File: src/rtl/mem_arbiter_pkg.sv
// rtl/mem_arbiter_pkg.sv - owner, state and length encodings shared by the memory arbiter
package mem_arbiter_pkg;

  typedef enum logic [1:0] {
    OWN_NONE = 2'd0,
    OWN_IF   = 2'd1,
    OWN_LD   = 2'd2,
    OWN_ST   = 2'd3
  } owner_t;

  typedef enum logic [1:0] {
    ST_IDLE = 2'd0,
    ST_BUSY = 2'd1,
    ST_RESP = 2'd2
  } state_t;

  localparam logic [2:0] LEN_B = 3'd1;
  localparam logic [2:0] LEN_H = 3'd2;
  localparam logic [2:0] LEN_W = 3'd4;

  // Number of low-order bytes a load of the given length keeps.
  // Unsupported lengths keep as many bytes as they name.
  function automatic int len_bytes(input logic [2:0] len);
    case (len)
      LEN_B:   len_bytes = 1;
      LEN_H:   len_bytes = 2;
      LEN_W:   len_bytes = 4;
      default: len_bytes = int'(len);
    endcase
  endfunction

endpackage

File: src/rtl/mem_arb_pick.sv
// rtl/mem_arb_pick.sv - combinational store > load > fetch picker with fetch override
module mem_arb_pick
  import mem_arbiter_pkg::*;
(
  input  logic       if_req,
  input  logic       ld_req,
  input  logic       st_req,
  input  logic       hold_spec,
  input  logic       fair_fetch,
  output logic [1:0] owner
);

  // Stores are never speculative, so a flush only masks fetch and load.
  always_comb begin
    owner = OWN_NONE;
    if (fair_fetch && if_req && !hold_spec) begin
      owner = OWN_IF;
    end else if (st_req) begin
      owner = OWN_ST;
    end else if (ld_req && !hold_spec) begin
      owner = OWN_LD;
    end else if (if_req && !hold_spec) begin
      owner = OWN_IF;
    end
  end

endmodule

File: src/rtl/mem_arbiter.sv
// rtl/mem_arbiter.sv - shares the byte-serial memory controller between fetch, load and store; MEM_ARB_FAIRNESS_EN adds fetch anti-starvation
module mem_arbiter
  import mem_arbiter_pkg::*;
#(
  parameter int ADDR_W     = 32,
  parameter int DATA_W     = 32,
  parameter int STARVE_MAX = 4
) (
  input  logic              clk_in,
  input  logic              rst_in,
  input  logic              rdy_in,
  input  logic              clear,
  input  logic              if_req,
  input  logic [ADDR_W-1:0] if_addr,
  output logic              if_ack,
  output logic [DATA_W-1:0] if_data,
  input  logic              ld_req,
  input  logic [ADDR_W-1:0] ld_addr,
  input  logic [2:0]        ld_len,
  output logic              ld_ack,
  output logic [DATA_W-1:0] ld_data,
  input  logic              st_req,
  input  logic [ADDR_W-1:0] st_addr,
  input  logic [2:0]        st_len,
  input  logic [DATA_W-1:0] st_data,
  output logic              st_ack,
  output logic              mc_valid,
  output logic              mc_we,
  output logic              mc_inst,
  output logic [ADDR_W-1:0] mc_addr,
  output logic [2:0]        mc_len,
  output logic [DATA_W-1:0] mc_wdata,
  output logic              mc_abort,
  input  logic              mc_done,
  input  logic [DATA_W-1:0] mc_rdata
);

  localparam int NBYTES = DATA_W / 8;

  state_t            state, state_d;
  owner_t            owner, owner_d;
  logic [1:0]        pick_raw;
  owner_t            pick;
  logic              fair_fetch;

  logic              mc_valid_d, mc_we_d, mc_inst_d, mc_abort_d;
  logic [ADDR_W-1:0] mc_addr_d;
  logic [2:0]        mc_len_d;
  logic [DATA_W-1:0] mc_wdata_d;
  logic              if_ack_r, ld_ack_r;
  logic              if_ack_d, ld_ack_d, st_ack_d;
  logic [DATA_W-1:0] if_data_d, ld_data_d;
  logic [DATA_W-1:0] ld_mask;

  mem_arb_pick u_pick (
    .if_req     (if_req),
    .ld_req     (ld_req),
    .st_req     (st_req),
    .hold_spec  (clear),
    .fair_fetch (fair_fetch),
    .owner      (pick_raw)
  );

  assign pick = owner_t'(pick_raw);

`ifdef MEM_ARB_FAIRNESS_EN
  localparam int CNT_W = $clog2(STARVE_MAX + 1);

  logic [CNT_W-1:0] starve_cnt;

  assign fair_fetch = (starve_cnt == CNT_W'(STARVE_MAX));

  // Count data grants that overtook a waiting fetch; any fetch grant or an idle fetch port resets it.
  always_ff @(posedge clk_in or posedge rst_in) begin
    if (rst_in) begin
      starve_cnt <= '0;
    end else if (rdy_in && state == ST_IDLE && pick != OWN_NONE) begin
      if (pick == OWN_IF || !if_req) begin
        starve_cnt <= '0;
      end else if (!fair_fetch) begin
        starve_cnt <= starve_cnt + 1'b1;
      end
    end
  end
`else
  // Pure fixed priority: the fetch override never fires.
  assign fair_fetch = (STARVE_MAX < 0);
`endif

  // Keep only the bytes the load asked for; the command length is stable while busy.
  always_comb begin
    ld_mask = '0;
    for (int i = 0; i < NBYTES; i++) begin
      if (i < len_bytes(mc_len)) begin
        ld_mask[i*8 +: 8] = 8'hFF;
      end
    end
  end

  // Next-state and next-output logic for the single shared channel.
  always_comb begin
    state_d    = state;
    owner_d    = owner;
    mc_valid_d = mc_valid;
    mc_we_d    = mc_we;
    mc_inst_d  = mc_inst;
    mc_addr_d  = mc_addr;
    mc_len_d   = mc_len;
    mc_wdata_d = mc_wdata;
    mc_abort_d = 1'b0;
    if_ack_d   = 1'b0;
    ld_ack_d   = 1'b0;
    st_ack_d   = 1'b0;
    if_data_d  = if_data;
    ld_data_d  = ld_data;
    case (state)
      ST_IDLE: begin
        if (pick != OWN_NONE) begin
          state_d    = ST_BUSY;
          owner_d    = pick;
          mc_valid_d = 1'b1;
          mc_wdata_d = '0;
          case (pick)
            OWN_ST: begin
              mc_we_d    = 1'b1;
              mc_inst_d  = 1'b0;
              mc_addr_d  = st_addr;
              mc_len_d   = st_len;
              mc_wdata_d = st_data;
            end
            OWN_LD: begin
              mc_we_d   = 1'b0;
              mc_inst_d = 1'b0;
              mc_addr_d = ld_addr;
              mc_len_d  = ld_len;
            end
            default: begin
              mc_we_d   = 1'b0;
              mc_inst_d = 1'b1;
              mc_addr_d = if_addr;
              mc_len_d  = LEN_W;
            end
          endcase
        end
      end
      ST_BUSY: begin
        if (clear && owner != OWN_ST) begin
          state_d    = ST_IDLE;
          owner_d    = OWN_NONE;
          mc_valid_d = 1'b0;
          mc_abort_d = 1'b1;
        end else if (mc_done) begin
          state_d    = ST_RESP;
          mc_valid_d = 1'b0;
          case (owner)
            OWN_IF: begin
              if_data_d = mc_rdata;
              if_ack_d  = 1'b1;
            end
            OWN_LD: begin
              ld_data_d = mc_rdata & ld_mask;
              ld_ack_d  = 1'b1;
            end
            OWN_ST: st_ack_d = 1'b1;
            default: ;
          endcase
        end
      end
      ST_RESP: begin
        state_d = ST_IDLE;
        owner_d = OWN_NONE;
      end
      default: begin
        state_d = ST_IDLE;
        owner_d = OWN_NONE;
      end
    endcase
  end

  // State and output registers; rdy_in low freezes everything.
  always_ff @(posedge clk_in or posedge rst_in) begin
    if (rst_in) begin
      state    <= ST_IDLE;
      owner    <= OWN_NONE;
      mc_valid <= 1'b0;
      mc_we    <= 1'b0;
      mc_inst  <= 1'b0;
      mc_addr  <= '0;
      mc_len   <= '0;
      mc_wdata <= '0;
      mc_abort <= 1'b0;
      if_ack_r <= 1'b0;
      ld_ack_r <= 1'b0;
      st_ack   <= 1'b0;
      if_data  <= '0;
      ld_data  <= '0;
    end else if (rdy_in) begin
      state    <= state_d;
      owner    <= owner_d;
      mc_valid <= mc_valid_d;
      mc_we    <= mc_we_d;
      mc_inst  <= mc_inst_d;
      mc_addr  <= mc_addr_d;
      mc_len   <= mc_len_d;
      mc_wdata <= mc_wdata_d;
      mc_abort <= mc_abort_d;
      if_ack_r <= if_ack_d;
      ld_ack_r <= ld_ack_d;
      st_ack   <= st_ack_d;
      if_data  <= if_data_d;
      ld_data  <= ld_data_d;
    end
  end

  // A flush arriving during the response cycle withdraws speculative acks.
  assign if_ack = if_ack_r & ~(clear & rdy_in);
  assign ld_ack = ld_ack_r & ~(clear & rdy_in);

endmodule

File: config.mk
export PLATFORM = sky130hd
export DESIGN_NAME = mem_arbiter
export DESIGN_NICKNAME = d
export VERILOG_FILES = /design/src/rtl/mem_arbiter_pkg.sv /design/src/rtl/mem_arb_pick.sv /design/src/rtl/mem_arbiter.sv
export SDC_FILE = /design/constraint.sdc
export NUM_CORES = 1
export LEC_CHECK = 0
export BUFFER_PORTS_ARGS = -buffer_cell sky130_fd_sc_hd__buf_4
export CAP_MARGIN = 20
export CORE_AREA = 2 2 121 123
export DETAILED_ROUTE_END_ITERATION = 10
export DIE_AREA = 0 0 123 125
export GPL_TIMING_DRIVEN = 0
export PLACE_DENSITY = 0.79
export RECOVER_POWER = 50
export SLEW_MARGIN = 10
export SYNTH_ARGS = -nofsm -noshare
export SYNTH_HDL_FRONTEND = slang
export SYNTH_SLANG_ARGS = --single-unit
File: constraint.sdc
create_clock -name clk_in -period 5.35 [get_ports clk_in]
set_input_delay 0.2675 -clock clk_in [delete_from_list [all_inputs] [get_ports clk_in]]
set_output_delay 0.2675 -clock clk_in [all_outputs]
set_load 0.01 [all_outputs]
Word level (Yosys, flattened, before mapping)
Index checks and enable logic that the tools add are counted.

storage, ports and cells
  output and inout port bits = 138
  register bits after elaboration = 142
  logic and storage cells = 89
  input port bits = 174

operators by class
  reduce and logical (&&, ||, !) cells = 14
  multiplexer cells = 38
  bitwise gates (word level) = 6
  magnitude comparators = 4
  equality and inequality tests = 13

operator list
  kind                                                                           count
  3-bit by 32-bit less-than comparator with 1-bit output (first input constant)  2
  32-bit case mux with 2 select lines                                            1
  32-bit bitwise AND                                                             1
  1-bit by 32-bit less-than comparator with 1-bit output (first input constant)  1
  2-bit by 32-bit less-than comparator with 1-bit output (first input constant)  1
  32-bit two-way mux                                                             1
  8-bit two-way mux                                                              4
  1-bit two-way mux                                                              20
  2-bit two-way mux                                                              7
  5-bit AND reduction                                                            2
  3-bit case mux with 3 select lines                                             1
  3-bit AND reduction                                                            3
  2-bit == test (second input constant)                                          4
  2-bit case mux with 2 select lines                                             2
  2-bit != test (second input constant)                                          3
  3-bit case mux with 2 select lines                                             1
  2-bit by 1-bit == test with 1-bit output (second input constant)               2
  4-bit AND reduction                                                            1
  2-bit nonzero test                                                             2
  1-bit bitwise AND                                                              3
  3-bit by 1-bit == test with 1-bit output (second input constant)               1
  3-bit by 2-bit == test with 1-bit output (second input constant)               1
  3-bit == test (second input constant)                                          1
  1-bit logical AND                                                              3
  other kinds (6)                                                                7

Logic depth before layout (Yosys ltp)
Gate-level depths: netlist of the first run.

  word-level depth = 8
  depth in mapped cells = 7

Hierarchy
From an unflattened synthesis of the first run, not the netlist that was laid out.

second synthesis, totals
  cells, all modules = 518
  area, all modules = 6409.9 um2

by module, submodules not included
  module        area each (um2)  cells each  times used  sequential area each (um2)
  mem_arbiter   6366.1           513         1           3553.4
  mem_arb_pick  43.8             5           1           0.0

Worst setup path before layout of the first run
No wires, ideal clock.

  path kind = reg-to-reg
  start = reg state[1]
  end = reg if_data[10]
  setup slack = 3.512 ns
  data arrival time = 1.713 ns
  stages on the path, launching flop included = 7
  period minus slack after synthesis = 1.838 ns
  cells stage by stage = dfrtp_1 -> and2b_2 -> nand2_2 -> or4_1 -> buf_2 -> buf_6 -> mux2_4

on the way
  longest elaborated chain between the ends = 2

RTL lines
  element                                   line                RTL
  start: declaration                        mem_arbiter.sv:40   state_t state, state_d;
  start signal: assignment                  mem_arbiter.sv:198  state <= state_d;
  2-bit by 1-bit == test with 1-bit output  mem_arbiter.sv:116  case (state)
  5-bit AND reduction (no line)             -
  end signal: assignment                    mem_arbiter.sv:210  if_data <= if_data_d;
  end: declaration                          mem_arbiter.sv:16   output logic [DATA_W-1:0] if_data,

Every way passes these cells.
A chain may end at the register's enable or synchronous reset.

==> flow_summary.ini, run 1 <==
[run_status]
outcome = finished, violations left
violations = capacitance limit, slew limit

[detailed_routing]
ant_nets = 0
drtPass1Iterations = 4
drt-initial-drc-count = 285
drc = 0
wl_met1_um = 7369
wl_met2_um = 9926
vias = 5732
viasPerCell = 5.082
routed-wl-met3_um = 1932
routed_wl_um = 19660
top_layer = met4
drt-wirelength-per-cell_um = 17.43

[cells_and_area]
utilization_pct = 63.99
fillers = 1266
instances_no_fill = 1128
nets = 1106
areaGrowthSynthToFinish_pct = 42.99
drive_gt1_share_pct = 30.93
multi_input_area_um2 = 2590
diodes = 0
seqCellArea_um2 = 3553

[global_routing]
antenna_found_initial = 0
grtUsageTotal_pct = 25.82
grt_pass1_wl_um = 30630
grt-ovfl-total = 0
grt_max_degree = 91
grt_pass1_vias = 5958

[yosys]
yosys.area.top_type = dfrtp_1
syn_nets = 774
synth_edf_count = 0
synth_warnings = 0
syn_inst = 600
synth.top_cell.area_share_pct = 55.91
syn_avg_cell_area_um2 = 10.59
async_flop_share_pct = 100.0
yosysSeqAreaShare_pct = 55.91
synth.area.top_cells = dfrtp_1 56%, nand2_1 9.9%, mux2_4 6.9%
netlist_area_um2 = 6356
synthFlopType = dfrtp_1
synth_seq_cells = 142
synth_cell_types = 36

[cts]
cts_sinks = 142
clk_pin_slew_ps = 60
cts_resized = 0
cts_buffers = 17
root_buffer = clkbuf_16
cts_tree = built
cts_buffer_depth = 2
insertion_delay_ps = 410
htree_num_levels = 4

[die]
ios = 312
fp.coreArea_um2 = 14200
num_rows = 44
die_h_um = 125
die_area_um2 = 15380
die_w_um = 123
initial_core_util_pct = 44.75

[pwr]
switching_share_pct = 35.60
leakage_nw = 4.655
seqPwrFrac_pct = 40.0
powerDensity_nw_per_um2 = 492.5
internal_power_mw = 2.883
p_switching_mw = 1.593
p_total_mw = 4.477
p_clk_share_pct = 27.8
combPwrFrac_pct = 32.2
peakVddDrop_mv = 0.2402

[worst_setup_path]
startpoint_type = input pin
crit_path_end_kind = asynchronous set/reset pin
cp_max_fo = 90
worstPathArrival_ps = 2800
path_class = in2async
required_ps = 5880

[hold_path]
hp-class = in2reg

[timing]
tightest_slew_ps = 2395
finalHoldViolCount = 0
hold_ws_ps = 80.25
drv_slew = 53
timing.final.crit_share_pct = 42.45
fin_crit_ps = 2271
fmax_mhz = 440.3
rsz0062_at_grt = false
slew_headroom_pct = -60.56
clock_skew_ps = 6.856
setup_viol = 0

[placement]
post-place-cells = 1096
hpwl_um = 14850
port_buffers = 311
place.gp.congestion = 0.7846

[run]
drv_cap = 1
[worst max-delay path, stage by stage]
cell	delay, ps
dlygate4sd3_1	530
clkbuf_4	130
clkinvlp_2	1350
buf_16	440
[area by class of cell]
cell class / instances / share of cell area, %
timing repair buffer: 313 / 20.73
clock buffer: 18 / 4.722
clock inverter: 13 / 2.079
tap: 184 / 2.533
sequential: 142 / 39.10
multi-input combinational: 410 / 28.50
inverter: 6 / 0.2616
buffer: 42 / 2.079
[power by group through the flow]
| stage | sequential, mW | combinational (mW) | clock [mW] |
|---|---|---|---|
| detailed placement | 1.81 | 1.78 | 0 |
| CTS | 1.80 | 1.79 | 1.26 |
| global route | 1.85 | 1.60 | 1.31 |
| global placement | 1.79 | 1.74 | 0 |
| finish | 1.79 | 1.44 | 1.24 |
| floorplan | 1.98 | 0.573 | 0 |
[Yosys cell counts (2+ instances only)]
| cell | count |
|---|---|
| o211ai_1 | 2 |
| inv_1 | 6 |
| a21boi_0 | 3 |
| clkbuf_1 | 30 |
| a21o_1 | 3 |
| dfrtp_1 | 142 |
| buf_1 | 2 |
| or3_1 | 2 |
| buf_2 | 7 |
| nor2_1 | 3 |
| mux2_2 | 35 |
| or4_1 | 2 |
| a21oi_1 | 7 |
| nand3_1 | 66 |
| buf_6 | 3 |
| nor3b_1 | 2 |
| nand2_1 | 168 |
| mux2i_1 | 31 |
| o21ai_0 | 39 |
| nor2b_1 | 3 |
| mux2_4 | 29 |
[what timing repair did]
action                    CTS  global route
buffers inserted            0             0
hold buffers                1             0
hold endpoints to repair   52             0
[cells in the final DEF, fill, tap and decap left out, drive strengths merged, types with 2 or more instances in the layout]
cell type  instances
o21ai             39
a21oi              7
clkinvlp           6
nor2b              3
clkbuf           179
nand3             66
buf              193
mux2i             31
o211ai             2
nor2               3
a21o               3
nor3b              3
or4                2
or3                2
a21boi             3
dfrtp            142
mux2              64
bufinv             4
inv                7
clkinv             2
nand2            169
[routing by layer]
layer  GRT usage (%)  vias to the layer above
met5               0                        -
met4           8.690                        0
met1           28.89                     2742
li1                -                     2696
met3           9.535                       34
met2           44.95                      260
[worst paths after layout]
path	from	end	slack, ps	cells after the start
worst min-delay path	st_data[29]	mc_wdata[29]$_DFFE_PP0P_	80	3
worst max-delay path	rst_in	mc_addr[0]$_DFFE_PP0P_	3080	4
worst min register to register	mc_wdata[30]$_DFFE_PP0P_	mc_wdata[30]$_DFFE_PP0P_	460	2
min in group asynchronous	rst_in	mc_wdata[5]$_DFFE_PP0P_	1060	3
worst max register to register	state[1]$_DFFE_PP0P_	mc_len[2]$_DFFE_PP0P_	3110	6
max in group clk_in	state[1]$_DFFE_PP0P_	mc_len[2]$_DFFE_PP0P_	3110	6
[registers in the layout (all words and copies together) (netlist names), 2 cells and up]
register and flops:
state 2, mc_wdata 32, owner 2, if_data 32, mc_addr 32, ld_data 32
mc_len 3
[kinds of logic after synthesis]
| logic type | synth area share (%) |
|---|---|
| AOI/OAI and AO/OA | 5.413 |
| muxes | 17.93 |
| DFF | 55.91 |
| and+or+nand+nor | 17.42 |
| buffers and inverters | 3.327 |
[through the flow]
step | worst slack, ps | setup TNS, ps | instance area (um^2)
final | 3079 | 0 | 9089
after floorplan | 1273 | 0 | 6356
after CTS | 2972 | 0 | 9584
after global placement | -373.2 | -52280 | 8921
after detailed placement | 2925 | 0 | 8956
after global routing | 2738 | 0 | 9089
Power figures use the tool's default switching activity.
==> run 2, diff against run 1 <==
- clock period: 5.35 -> 2.2 ns (I/O delays scaled with it)
==> run 2 against run 1 <==
Non-clock buffer count is 86 higher. Wire length grew 14%. The run now ends clean. Clock skew grew 1.1 ps. Count of clock-buffer cells in the layout grew 2. Worst hold slack worse by 68 ps. Clock power up 140%. Die area stayed put. Combinational power increased to 2.6 times the previous value.
==> flow_summary.ini, run 2 (synthesis gave the netlist of run 1 again) <==
[cells_and_area]
diodes = 0
areaGrowthSynthToFinish_pct = 56.48
layout_common_cells = 175 x buf_4, 168 x nand2_1, 167 x clkbuf_1, 142 x dfrtp_1, 83 x dlygate4sd3_1
drive_gt1_share_pct = 28.32
nets = 1192
layout_commonest_cell = buf_4
final_area_um2 = 9946
fillers = 1135

[detailed_routing]
vias = 6274
ant_nets = 0
drt-wirelength-per-cell_um = 18.47
drt-initial-drc-count = 419
routed_wl_um = 22440
viasPerCell = 5.164
drtPass1Iterations = 5
drc = 0

[cts]
cts_sinks = 142
root_buffer = clkbuf_16
cts_tree = built
cts_buffer_depth = 2
insertion_delay_ps = 410
htree_num_levels = 4
cts_buffers = 17
clk_pin_slew_ps = 60

[pwr]
powerDensity_nw_per_um2 = 1116
leakage_nw = 5.013
peakVddDrop_mv = 0.5342

[timing]
clock_skew_ps = 7.983
fin_crit_ps = 2071
finalHoldViolCount = 0
fmax_mhz = 482.9
timing.setup.tns_ps = 0
timing.final.crit_share_pct = 94.13
rsz0062_at_grt = false
slew_headroom_pct = 46.04
tightest_slew_ps = 807.7
drv_slew = 0
setup_slack_ps = 129.1
setup_viol = 0

[hold_path]
whs_endpoint = mc_addr[10]$_DFFE_PP0P_
hp-start = st_addr[10]
min_path_cells = 3
hp-class = in2reg

[die]
fp.coreArea_um2 = 14200
ios = 312
num_rows = 44
die_w_um = 123
die_h_um = 125
initial_core_util_pct = 44.75
die_area_um2 = 15380

[run_status]
outcome = completed

[global_routing]
grtUsageTotal_pct = 29.46
grt_pass1_vias = 6519
grt_pass1_wl_um = 34780
grt-ovfl-total = 0
antenna_found_initial = 0
grt_max_degree = 38

[worst_setup_path]
required_ps = 2490
reg2regPathDepth = 6
critical_path.cell_chain = and2b_2 > nand2_2 > or4_1 > buf_2 > buf_6 > mux2_4
cpLargestDelayFamily = simple AND/OR/NAND/NOR gates
path_class = reg2reg
reg2reg_to = if_data[7]$_DFFE_PP0P_
crit_path_end_kind = flip-flop
crit_start = state[1]$_DFFE_PP0P_
critPathSlowestCell = dfrtp_1
r2r_slack_ps = 130
r2r-start = state[1]$_DFFE_PP0P_
worstPathArrival_ps = 2360
cpPeakStageDelay_ps = 460
cp_max_fo = 10
startpoint_type = flip-flop
path_buf_inv = 2

[placement]
port_buffers = 311
place.gp.congestion = 0.8102
placed_cell_area_um2 = 8985
dp_worst_setup_slack_ps = -165.6
hpwl_um = 14990

[run]
drv_cap = 0
-- run 2: cell count changes in the layout (fill, tap and decap cells not counted), moves of 2 or more --
cell / before / now
buf_4: 180 / 175
buf_12: 0 / 3
clkinv_4: 1 / 3
clkinvlp_4: 5 / 3
dlygate4sd3_1: 1 / 83
clkbuf_1: 161 / 167
clkbuf_8: 0 / 2
clkbuf_2: 0 / 2
-- run 2: layout make-up --
cell class | count | area (um^2) | area share (%)
Buffer | 42 | 191.4 | 1.925
Clock buffer | 20 | 456.7 | 4.592
Clock inverter | 12 | 158.9 | 1.598
Inverter | 6 | 26.28 | 0.2642
Multi-Input combinational cell | 410 | 2606 | 26.20
Sequential cell | 142 | 3553 | 35.73
Tap cell | 184 | 230.2 | 2.315
Timing Repair Buffer | 399 | 2723 | 27.37
-- run 2: worst reg2reg max path: stages, from the launching register on --
cell and delay [ps]:
dfrtp_1 460, and2b_2 300, nand2_2 70, or4_1 410, buf_2 210, buf_6 190, mux2_4 320
-- run 2: how the worst max path moves through the flow --
stage	to	slack [ps]	cells past startpoint
6_report	if_data[7]$_DFFE_PP0P_	130	6
5_1_grt	ld_data[31]$_DFFE_PP0P_	60	5
4_1_cts	mc_addr[24]$_DFFE_PP0P_	70	6
3_5_place_dp	mc_addr[24]$_DFFE_PP0P_	-170	6
3_3_place_gp	mc_wdata[25]$_DFFE_PP0P_	-620	2
2_1_floorplan	if_ack_r$_DFFE_PP0P_	310	1
-- run 2: per-layer routing --
| metal | wire (um) | GRT usage (%) | vias up |
|---|---|---|---|
| met5 | 0 | 0 | - |
| met4 | 800 | 12.37 | 0 |
| met3 | 1864 | 8.622 | 68 |
| met2 | 11280 | 50.89 | 320 |
| met1 | 8488 | 33.73 | 3013 |
| li1 | - | - | 2873 |
-- run 2: power by group --
group	switching, mW	internal [mW]	leakage [nW]	total, mW
Clock	1.13	1.85	0.297	2.98
Sequential	0.691	3.70	1.83	4.39
Combinational	2.23	1.49	2.89	3.73
Total	4.05	7.05	5.01	11.1
-- run 2: stage by stage --
step	util, %	instances	hold WS (ps)	power [mW]
finish	70.02	1215	12.28	11.10
floorplan	-	600	242.7	6.211
global placement	62.83	1095	340.1	8.606
global route	70.02	1215	12.68	11.73
CTS	73.48	1213	0.7178	11.88
detailed placement	63.26	1098	291.5	8.750
-- run 2: timing repair --
| item | CTS | global route |
|---|---|---|
| buffers inserted | 0 | 2 |
| hold endpoints to repair | 150 | 0 |
| setup endpoints to repair | 66 | 61 |
| gates resized for setup | 2 | 5 |
| pin swaps | 0 | 1 |
| hold buffers | 83 | 0 |
